`src/rtl/morse_pkg.sv`:
```
// Shared types and timing constants for the Morse transmitter.
package morse_pkg;

    typedef enum logic [2:0] {
        StIdle,
        StMark,
        StSpace,
        StLgap,
        StWgap
    } state_t;

    localparam int unsigned DASH_UNITS       = 3;
    localparam int unsigned LETTER_GAP_UNITS = 3;
    localparam int unsigned WORD_GAP_UNITS   = 7;

    localparam logic [7:0] ASCII_SPACE = 8'h20;

    // pat is left-aligned: pat[4] is the first element, 1 = dash.
    typedef struct packed {
        logic       valid;
        logic [2:0] len;
        logic [4:0] pat;
    } lut_t;

endpackage

```
`src/rtl/morse_tx_if.sv`:
```
// Character handshake between a producer and the Morse transmitter.
interface morse_tx_if;
    logic [7:0] char_in;
    logic       char_valid;
    logic       char_ready;

    modport master (output char_in, output char_valid, input char_ready);
    modport slave  (input char_in, input char_valid, output char_ready);
endinterface

```
`src/rtl/morse_lut.sv`:
```
// ASCII to Morse code lookup; lowercase letters fold onto uppercase.
module morse_lut
    import morse_pkg::*;
(
    input  logic [7:0] char_in,
    output lut_t       code
);

    logic [7:0] up;

    always_comb begin
        up = char_in;
        if (char_in >= 8'h61 && char_in <= 8'h7a) begin
            up = char_in - 8'h20;
        end
    end

    always_comb begin
        code = '0;
        code.valid = 1'b1;
        unique case (up)
            8'h41: {code.len, code.pat} = {3'd2, 5'b01000}; // A
            8'h42: {code.len, code.pat} = {3'd4, 5'b10000};
            8'h43: {code.len, code.pat} = {3'd4, 5'b10100};
            8'h44: {code.len, code.pat} = {3'd3, 5'b10000};
            8'h45: {code.len, code.pat} = {3'd1, 5'b00000};
            8'h46: {code.len, code.pat} = {3'd4, 5'b00100};
            8'h47: {code.len, code.pat} = {3'd3, 5'b11000};
            8'h48: {code.len, code.pat} = {3'd4, 5'b00000};
            8'h49: {code.len, code.pat} = {3'd2, 5'b00000};
            8'h4a: {code.len, code.pat} = {3'd4, 5'b01110};
            8'h4b: {code.len, code.pat} = {3'd3, 5'b10100};
            8'h4c: {code.len, code.pat} = {3'd4, 5'b01000};
            8'h4d: {code.len, code.pat} = {3'd2, 5'b11000};
            8'h4e: {code.len, code.pat} = {3'd2, 5'b10000};
            8'h4f: {code.len, code.pat} = {3'd3, 5'b11100};
            8'h50: {code.len, code.pat} = {3'd4, 5'b01100};
            8'h51: {code.len, code.pat} = {3'd4, 5'b11010};
            8'h52: {code.len, code.pat} = {3'd3, 5'b01000};
            8'h53: {code.len, code.pat} = {3'd3, 5'b00000};
            8'h54: {code.len, code.pat} = {3'd1, 5'b10000};
            8'h55: {code.len, code.pat} = {3'd3, 5'b00100};
            8'h56: {code.len, code.pat} = {3'd4, 5'b00010};
            8'h57: {code.len, code.pat} = {3'd3, 5'b01100};
            8'h58: {code.len, code.pat} = {3'd4, 5'b10010};
            8'h59: {code.len, code.pat} = {3'd4, 5'b10110};
            8'h5a: {code.len, code.pat} = {3'd4, 5'b11000}; // Z
            8'h30: {code.len, code.pat} = {3'd5, 5'b11111}; // 0
            8'h31: {code.len, code.pat} = {3'd5, 5'b01111};
            8'h32: {code.len, code.pat} = {3'd5, 5'b00111};
            8'h33: {code.len, code.pat} = {3'd5, 5'b00011};
            8'h34: {code.len, code.pat} = {3'd5, 5'b00001};
            8'h35: {code.len, code.pat} = {3'd5, 5'b00000};
            8'h36: {code.len, code.pat} = {3'd5, 5'b10000};
            8'h37: {code.len, code.pat} = {3'd5, 5'b11000};
            8'h38: {code.len, code.pat} = {3'd5, 5'b11100};
            8'h39: {code.len, code.pat} = {3'd5, 5'b11110}; // 9
            default: code = '0;
        endcase
    end

endmodule

```
`src/rtl/morse_tx.sv`:
```
// Morse transmitter: one ASCII char per handshake, keyed out with unit timing.
module morse_tx
    import morse_pkg::*;
#(
    parameter int unsigned UNIT_CYCLES = 4
) (
    input  logic             clk,
    input  logic             reset,
    morse_tx_if.slave        bus,
    output logic             key_out,
    output logic             busy,
    output logic             err
);

    localparam int unsigned CntW = $clog2(WORD_GAP_UNITS * UNIT_CYCLES);

    localparam logic [CntW-1:0] CntOne   = CntW'(1);
    localparam logic [CntW-1:0] DotLoad  = CntW'(UNIT_CYCLES - 1);
    localparam logic [CntW-1:0] DashLoad = CntW'(DASH_UNITS * UNIT_CYCLES - 1);
    // The IDLE cycle that ends a gap is itself the last low cycle of that gap,
    // so a char accepted on the first IDLE cycle keeps the gap exact.
    localparam logic [CntW-1:0] LgapLoad = CntW'(LETTER_GAP_UNITS * UNIT_CYCLES - 2);
    localparam logic [CntW-1:0] WgapLoad = CntW'(WORD_GAP_UNITS * UNIT_CYCLES - 2);

    state_t          state;
    logic [CntW-1:0] cnt;
    logic [2:0]      idx;
    logic [2:0]      len;
    logic [4:0]      pat_sr;
    lut_t            code;
    logic            accept;

    morse_lut u_lut (
        .char_in (bus.char_in),
        .code    (code)
    );

    assign bus.char_ready = (state == StIdle);
    assign accept         = bus.char_valid && (state == StIdle);

    always_ff @(posedge clk) begin
        if (reset) begin
            state   <= StIdle;
            cnt     <= '0;
            idx     <= '0;
            len     <= '0;
            pat_sr  <= '0;
            key_out <= 1'b0;
            busy    <= 1'b0;
            err     <= 1'b0;
        end else begin
            err <= 1'b0;
            unique case (state)
                StIdle: begin
                    if (accept) begin
                        if (bus.char_in == ASCII_SPACE) begin
                            state <= StWgap;
                            busy  <= 1'b1;
                            cnt   <= WgapLoad;
                        end else if (code.valid) begin
                            state   <= StMark;
                            busy    <= 1'b1;
                            key_out <= 1'b1;
                            pat_sr  <= code.pat;
                            len     <= code.len;
                            idx     <= '0;
                            cnt     <= code.pat[4] ? DashLoad : DotLoad;
                        end else begin
                            err <= 1'b1;
                        end
                    end
                end
                StMark: begin
                    if (cnt == '0) begin
                        key_out <= 1'b0;
                        if (idx == len - 3'd1) begin
                            state <= StLgap;
                            cnt   <= LgapLoad;
                        end else begin
                            state  <= StSpace;
                            cnt    <= DotLoad;
                            idx    <= idx + 3'd1;
                            pat_sr <= {pat_sr[3:0], 1'b0};
                        end
                    end else begin
                        cnt <= cnt - CntOne;
                    end
                end
                StSpace: begin
                    if (cnt == '0) begin
                        state   <= StMark;
                        key_out <= 1'b1;
                        cnt     <= pat_sr[4] ? DashLoad : DotLoad;
                    end else begin
                        cnt <= cnt - CntOne;
                    end
                end
                StLgap, StWgap: begin
                    if (cnt == '0) begin
                        state <= StIdle;
                        busy  <= 1'b0;
                    end else begin
                        cnt <= cnt - CntOne;
                    end
                end
                default: begin
                    state   <= StIdle;
                    key_out <= 1'b0;
                    busy    <= 1'b0;
                end
            endcase
        end
    end

endmodule

```
`src/flat_wrapper.sv`:
```
// flat-port wrapper written by rule: the top's interface ports become plain ports
module morse_tx_flat import morse_pkg::*;
#(
    parameter int unsigned UNIT_CYCLES = 4
)
  (clk, reset, key_out, busy, err, bus_char_in, bus_char_valid, bus_char_ready);
  morse_tx_if bus_i ();
  input  logic clk;
  input  logic reset;
  output logic key_out;
  output logic busy;
  output logic err;
  input wire logic [$bits(bus_i.char_in)-1:0] bus_char_in;
  input wire logic [$bits(bus_i.char_valid)-1:0] bus_char_valid;
  output wire logic [$bits(bus_i.char_ready)-1:0] bus_char_ready;
  assign bus_i.char_in = bus_char_in;
  assign bus_i.char_valid = bus_char_valid;
  assign bus_char_ready = bus_i.char_ready;
  morse_tx #(.UNIT_CYCLES(UNIT_CYCLES)) u_core (.clk(clk), .reset(reset), .bus(bus_i), .key_out(key_out), .busy(busy), .err(err));
endmodule
```
`config.mk`:
```
export PLATFORM = sky130hd
export DESIGN_NAME = morse_tx_flat
export DESIGN_NICKNAME = d
export VERILOG_FILES = /design/src/rtl/morse_pkg.sv /design/src/rtl/morse_tx_if.sv /design/src/rtl/morse_lut.sv /design/src/rtl/morse_tx.sv /design/src/flat_wrapper.sv
export SDC_FILE = /design/constraint.sdc
export NUM_CORES = 1
export LEC_CHECK = 0
export CAP_MARGIN = 30
export CORE_UTILIZATION = 59
export CTS_CLUSTER_DIAMETER = 40
export DETAILED_ROUTE_END_ITERATION = 12
export PLACE_DENSITY = 0.92
export SETUP_SLACK_MARGIN = 0.15
export SLEW_MARGIN = 20
export SYNTH_ARGS = -nofsm -noshare
export SYNTH_HDL_FRONTEND = slang
export SYNTH_SLANG_ARGS = --single-unit
```
`constraint.sdc`:
```
create_clock -name clk -period 3.8 [get_ports clk]
set_clock_uncertainty 0.2 [all_clocks]
set_input_delay 0.95 -clock clk [delete_from_list [all_inputs] [get_ports clk]]
set_output_delay 0.95 -clock clk [all_outputs]
set_load 0.02 [all_outputs]
```
==> results_dict.tcl <==
set metrics [dict create \
    part_of_the_power_in_combinational_logic 0.446 \
    rsz0062_at_grt "false" \
    routed_wire_length_per_instance_um 16.55 \
    startpoint "bus_char_in[5]" \
    filler_cell_count 263 \
    area_growth_from_synthesis_to_layout_pct 17.58 \
    power_report.internal_total_w 0.0005142 \
    yosys-top-cells-area "sky130_fd_sc_hd__dfxtp_1, sky130_fd_sc_hd__a21oi_1, sky130_fd_sc_hd__nor2_1, sky130_fd_sc_hd__o21ai_0, sky130_fd_sc_hd__nand2_1" \
    critical-path-max-stage-delay_ns 0.54 \
    endpoint_of_the_lowest_slack_register_to_register_path "u_core.key_out" \
    startpoint_type "input port" \
    grt_util_met1 0.4306 \
    peakVddDrop_mv 0.1733 \
    worst_skew_pair_latency_ns 0.31 \
    floorplan.die.width_um 61.46 \
    finalCriticalPeriod_ns 3.567 \
    placement_rows 21 \
    drtAntennaViolNets 0 \
    post-route-cell-area_um2 2452 \
    finish.cell_count_without_fillers 354 \
    switching_share 0.3819 \
    detailedRoute.firstPassIterationCount 7 \
    synth_top_cell_area_share 0.2112 \
    worstPathCellList "clkdlybuf4s50_1 > inv_1 > ha_1 > nor3b_4 > nor2_2 > or4_4 > nor2_1 > o21ai_1 > a21boi_1 > mux2_1" \
    first_global_vias 2030 \
    globalplace.congestion 1.075 \
    timing.final.max_slew_violations 0 \
    type_of_destination_of_the_critical_path "register" \
    cts.root.buffer_cell "sky130_fd_sc_hd__clkbuf_4" \
    synth_flop_cell "sky130_fd_sc_hd__dfxtp_1" \
    synth.cell_area_um2 2086 \
    power_leakage_nw 0.8951 \
    cts.repair.resized 0 \
    worst_slew_margin_rel 0.4031 \
    synthMostInstantiatedCell "sky130_fd_sc_hd__nor2_1" \
    drt_first_iter_violations 228 \
    grt_most_used_layer "met2" \
    synth_edf_count 0 \
    initial_utilization 0.6202 \
    hp-class "register to register" \
    seq_pwr_share 0.333 \
    synthArstFlopShare 0 \
    netlist_instances 283 \
    tritoncts.num_buffers 3 \
    mappedNetlistNets 299 \
    dp.final_hpwl_um 4279 \
    grt_max_degree 25 \
    wirelength_um 5860 \
    fin_nets 325 \
    clock_sinks 22 \
    use_met3 0.06303 \
    grt_util_met2 0.5280 \
    worst_hold_slack_ns 0.2803 \
    cp_data_arrival_time_ns 3.58 \
    critical_path_required_time_ns 3.81 \
    yosys_warnings 0 \
    port-buffer-count 14 \
    drive_above_1_share 0.1591 \
    net_switching_component_of_the_power_w 0.0003178 \
    clock_power_share 0.221 \
    reg2reg_setup_slack_ns 1.01 \
    wire_length_of_the_first_global_routing_pass_um 9315 \
    hold_viol_final 0 \
    clk_path_buf_depth 2 \
    core_area_um2 3363 \
    floorplan.die.height_um 61.46 \
    yosys_register_bits 22 \
    path_clk_slew_ns 0.13 \
    grt_use_total 0.3252 \
    max_cap_violations 0 \
    antenna-diode-count 0 \
    h-tree-depth 1 \
    post_synth_most_frequent_cells "sky130_fd_sc_hd__nor2_1, sky130_fd_sc_hd__a21oi_1, sky130_fd_sc_hd__dfxtp_1, sky130_fd_sc_hd__nand2_1, sky130_fd_sc_hd__o21ai_0" \
    cts_tree "yes" \
    critical_path_peak_fanout 3 \
    setup_viol 0 \
    critical_path.endpoint "u_core.key_out" \
    post-route-drc-count 0 \
    synthesis.area_per_instance_um2 7.370 \
    placed_cell_area_um2 2395 \
    timing.final.crit_share 0.9386 \
    antenna_found_initial 0 \
    fp.dieArea_um2 3777 \
    run_status "completed" \
    boundaryPins 15 \
    slowest_stage "sky130_fd_sc_hd__or4_4" \
    worst_r2r_startpoint "u_core.cnt[0]" \
    synth_sequential_area_ratio 0.2112 \
    dr_total_vias 2329 \
    synth_top_area_cell "sky130_fd_sc_hd__dfxtp_1" \
    postCtsHoldBufs 0 \
    ys_types 65 \
    ff2ff_path_depth 7 \
    powerDensity_nw_per_um2 339.3 \
    cts_post_setup_buffers_inserted 0 \
    worstSetupPathType "input port to register" \
    grt_overflow 0 \
    maxClockFrequency_mhz 280.4 \
    routed_via_density 6.579 \
    worstMarginPinSlew_ns 0.8925 \
    placed_cells_incl_taps 350 \
]
power by group through the flow:
stage,Combinational [W],Sequential (W),Clock [W]
3_3_place_gp,0.000349,0.000279,0
3_5_place_dp,0.000357,0.000281,0
4_1_cts,0.000361,0.000277,0.000185
2_1_floorplan,0.000252,0.000275,0
5_1_grt,0.000403,0.000279,0.000193
6_report,0.000371,0.000277,0.000184
per-layer routing:
| layer | part of all wire | up-vias |
|---|---|---|
| li1 | - | 1100 |
| met1 | 0.41 | 1072 |
| met2 | 0.47 | 131 |
| met3 | 0.089 | 26 |
| met4 | 0.034 | 0 |
| met5 | 0 | - |
placed cells by master, fill, tap and decap left out, drive strengths merged, types with 5 or more instances in the layout:
cell / instances
a211oi: 5
a21oi: 29
buf: 24
clkdlybuf4s50: 14
dfxtp: 22
ha: 5
inv: 12
mux2i: 5
nand2: 21
nand2b: 5
nand3: 7
nor2: 30
nor2b: 9
nor3: 16
o211ai: 5
o21ai: 26
or3: 6
cell families after synthesis:
| family | after synthesis | share of synthesized area |
|---|---|---|
| adders and majority gates | 6 | 0.03479 |
| and+or+nand+nor | 119 | 0.3203 |
| DFF | 22 | 0.2112 |
| buffers and inverters | 29 | 0.06059 |
| xor gates and xnor gates | 6 | 0.03180 |
| muxes | 6 | 0.02939 |
| AOI/OAI and AO/OA | 95 | 0.3120 |
per-stage QoR:
step / TNS [ns] / setup slack (ns) / utilization / power, W
6_report: 0 / 0.2332 / 0.7292 / 0.0008320
5_1_grt: 0 / 0.1597 / 0.7292 / 0.0008749
4_1_cts: 0 / 0.2477 / 0.7277 / 0.0008228
3_5_place_dp: -0.2928 / -0.07980 / 0.7121 / 0.0006382
3_3_place_gp: 0 / 0.009482 / 0.7121 / 0.0006273
2_1_floorplan: 0 / 0.5370 / - / 0.0005273
cell type report:
class	instances	area, um2	area share
clock buffer	3	22.52	0.009184
multi-input combinational	232	1524	0.6214
timing repair buffer	38	332.8	0.1357
tap	46	57.56	0.02347
sequential	22	440.4	0.1796
inverter	12	45.04	0.01837
clock inverter	1	30.03	0.01224
registers in the layout, indices dropped and copies added, names as in the netlist:
name,count
u_core.cnt,5
u_core.pat_sr,5
u_core.idx,3
u_core.len,3
u_core.state,3
u_core.busy,1
u_core.err,1
u_core.key_out,1
critical path, delay by kind of cell:
kind,cells,cell delay [ns]
buffers and inverters,2,0.53
and+or+nand+nor,4,1.12
muxes,1,0.33
adders and majority gates,1,0.33
AOI/OAI and AO/OA,2,0.32
how the worst min path moves through the flow:
| stage | startpoint | to | slack (ns) | cells after the start |
|---|---|---|---|---|
| finish | u_core.pat_sr[2] | u_core.pat_sr[2] | 0.28 | 2 |
| global route | u_core.pat_sr[0] | u_core.pat_sr[0] | 0.29 | 2 |
| CTS | u_core.pat_sr[0] | u_core.pat_sr[0] | 0.28 | 2 |
| detailed placement | u_core.pat_sr[0] | u_core.pat_sr[0] | 0.26 | 2 |
| global placement | u_core.pat_sr[2] | u_core.pat_sr[2] | 0.24 | 2 |
| floorplan | u_core.pat_sr[2] | u_core.pat_sr[2] | 0.23 | 2 |
Note: power is estimated with default switching activity, not from simulation.
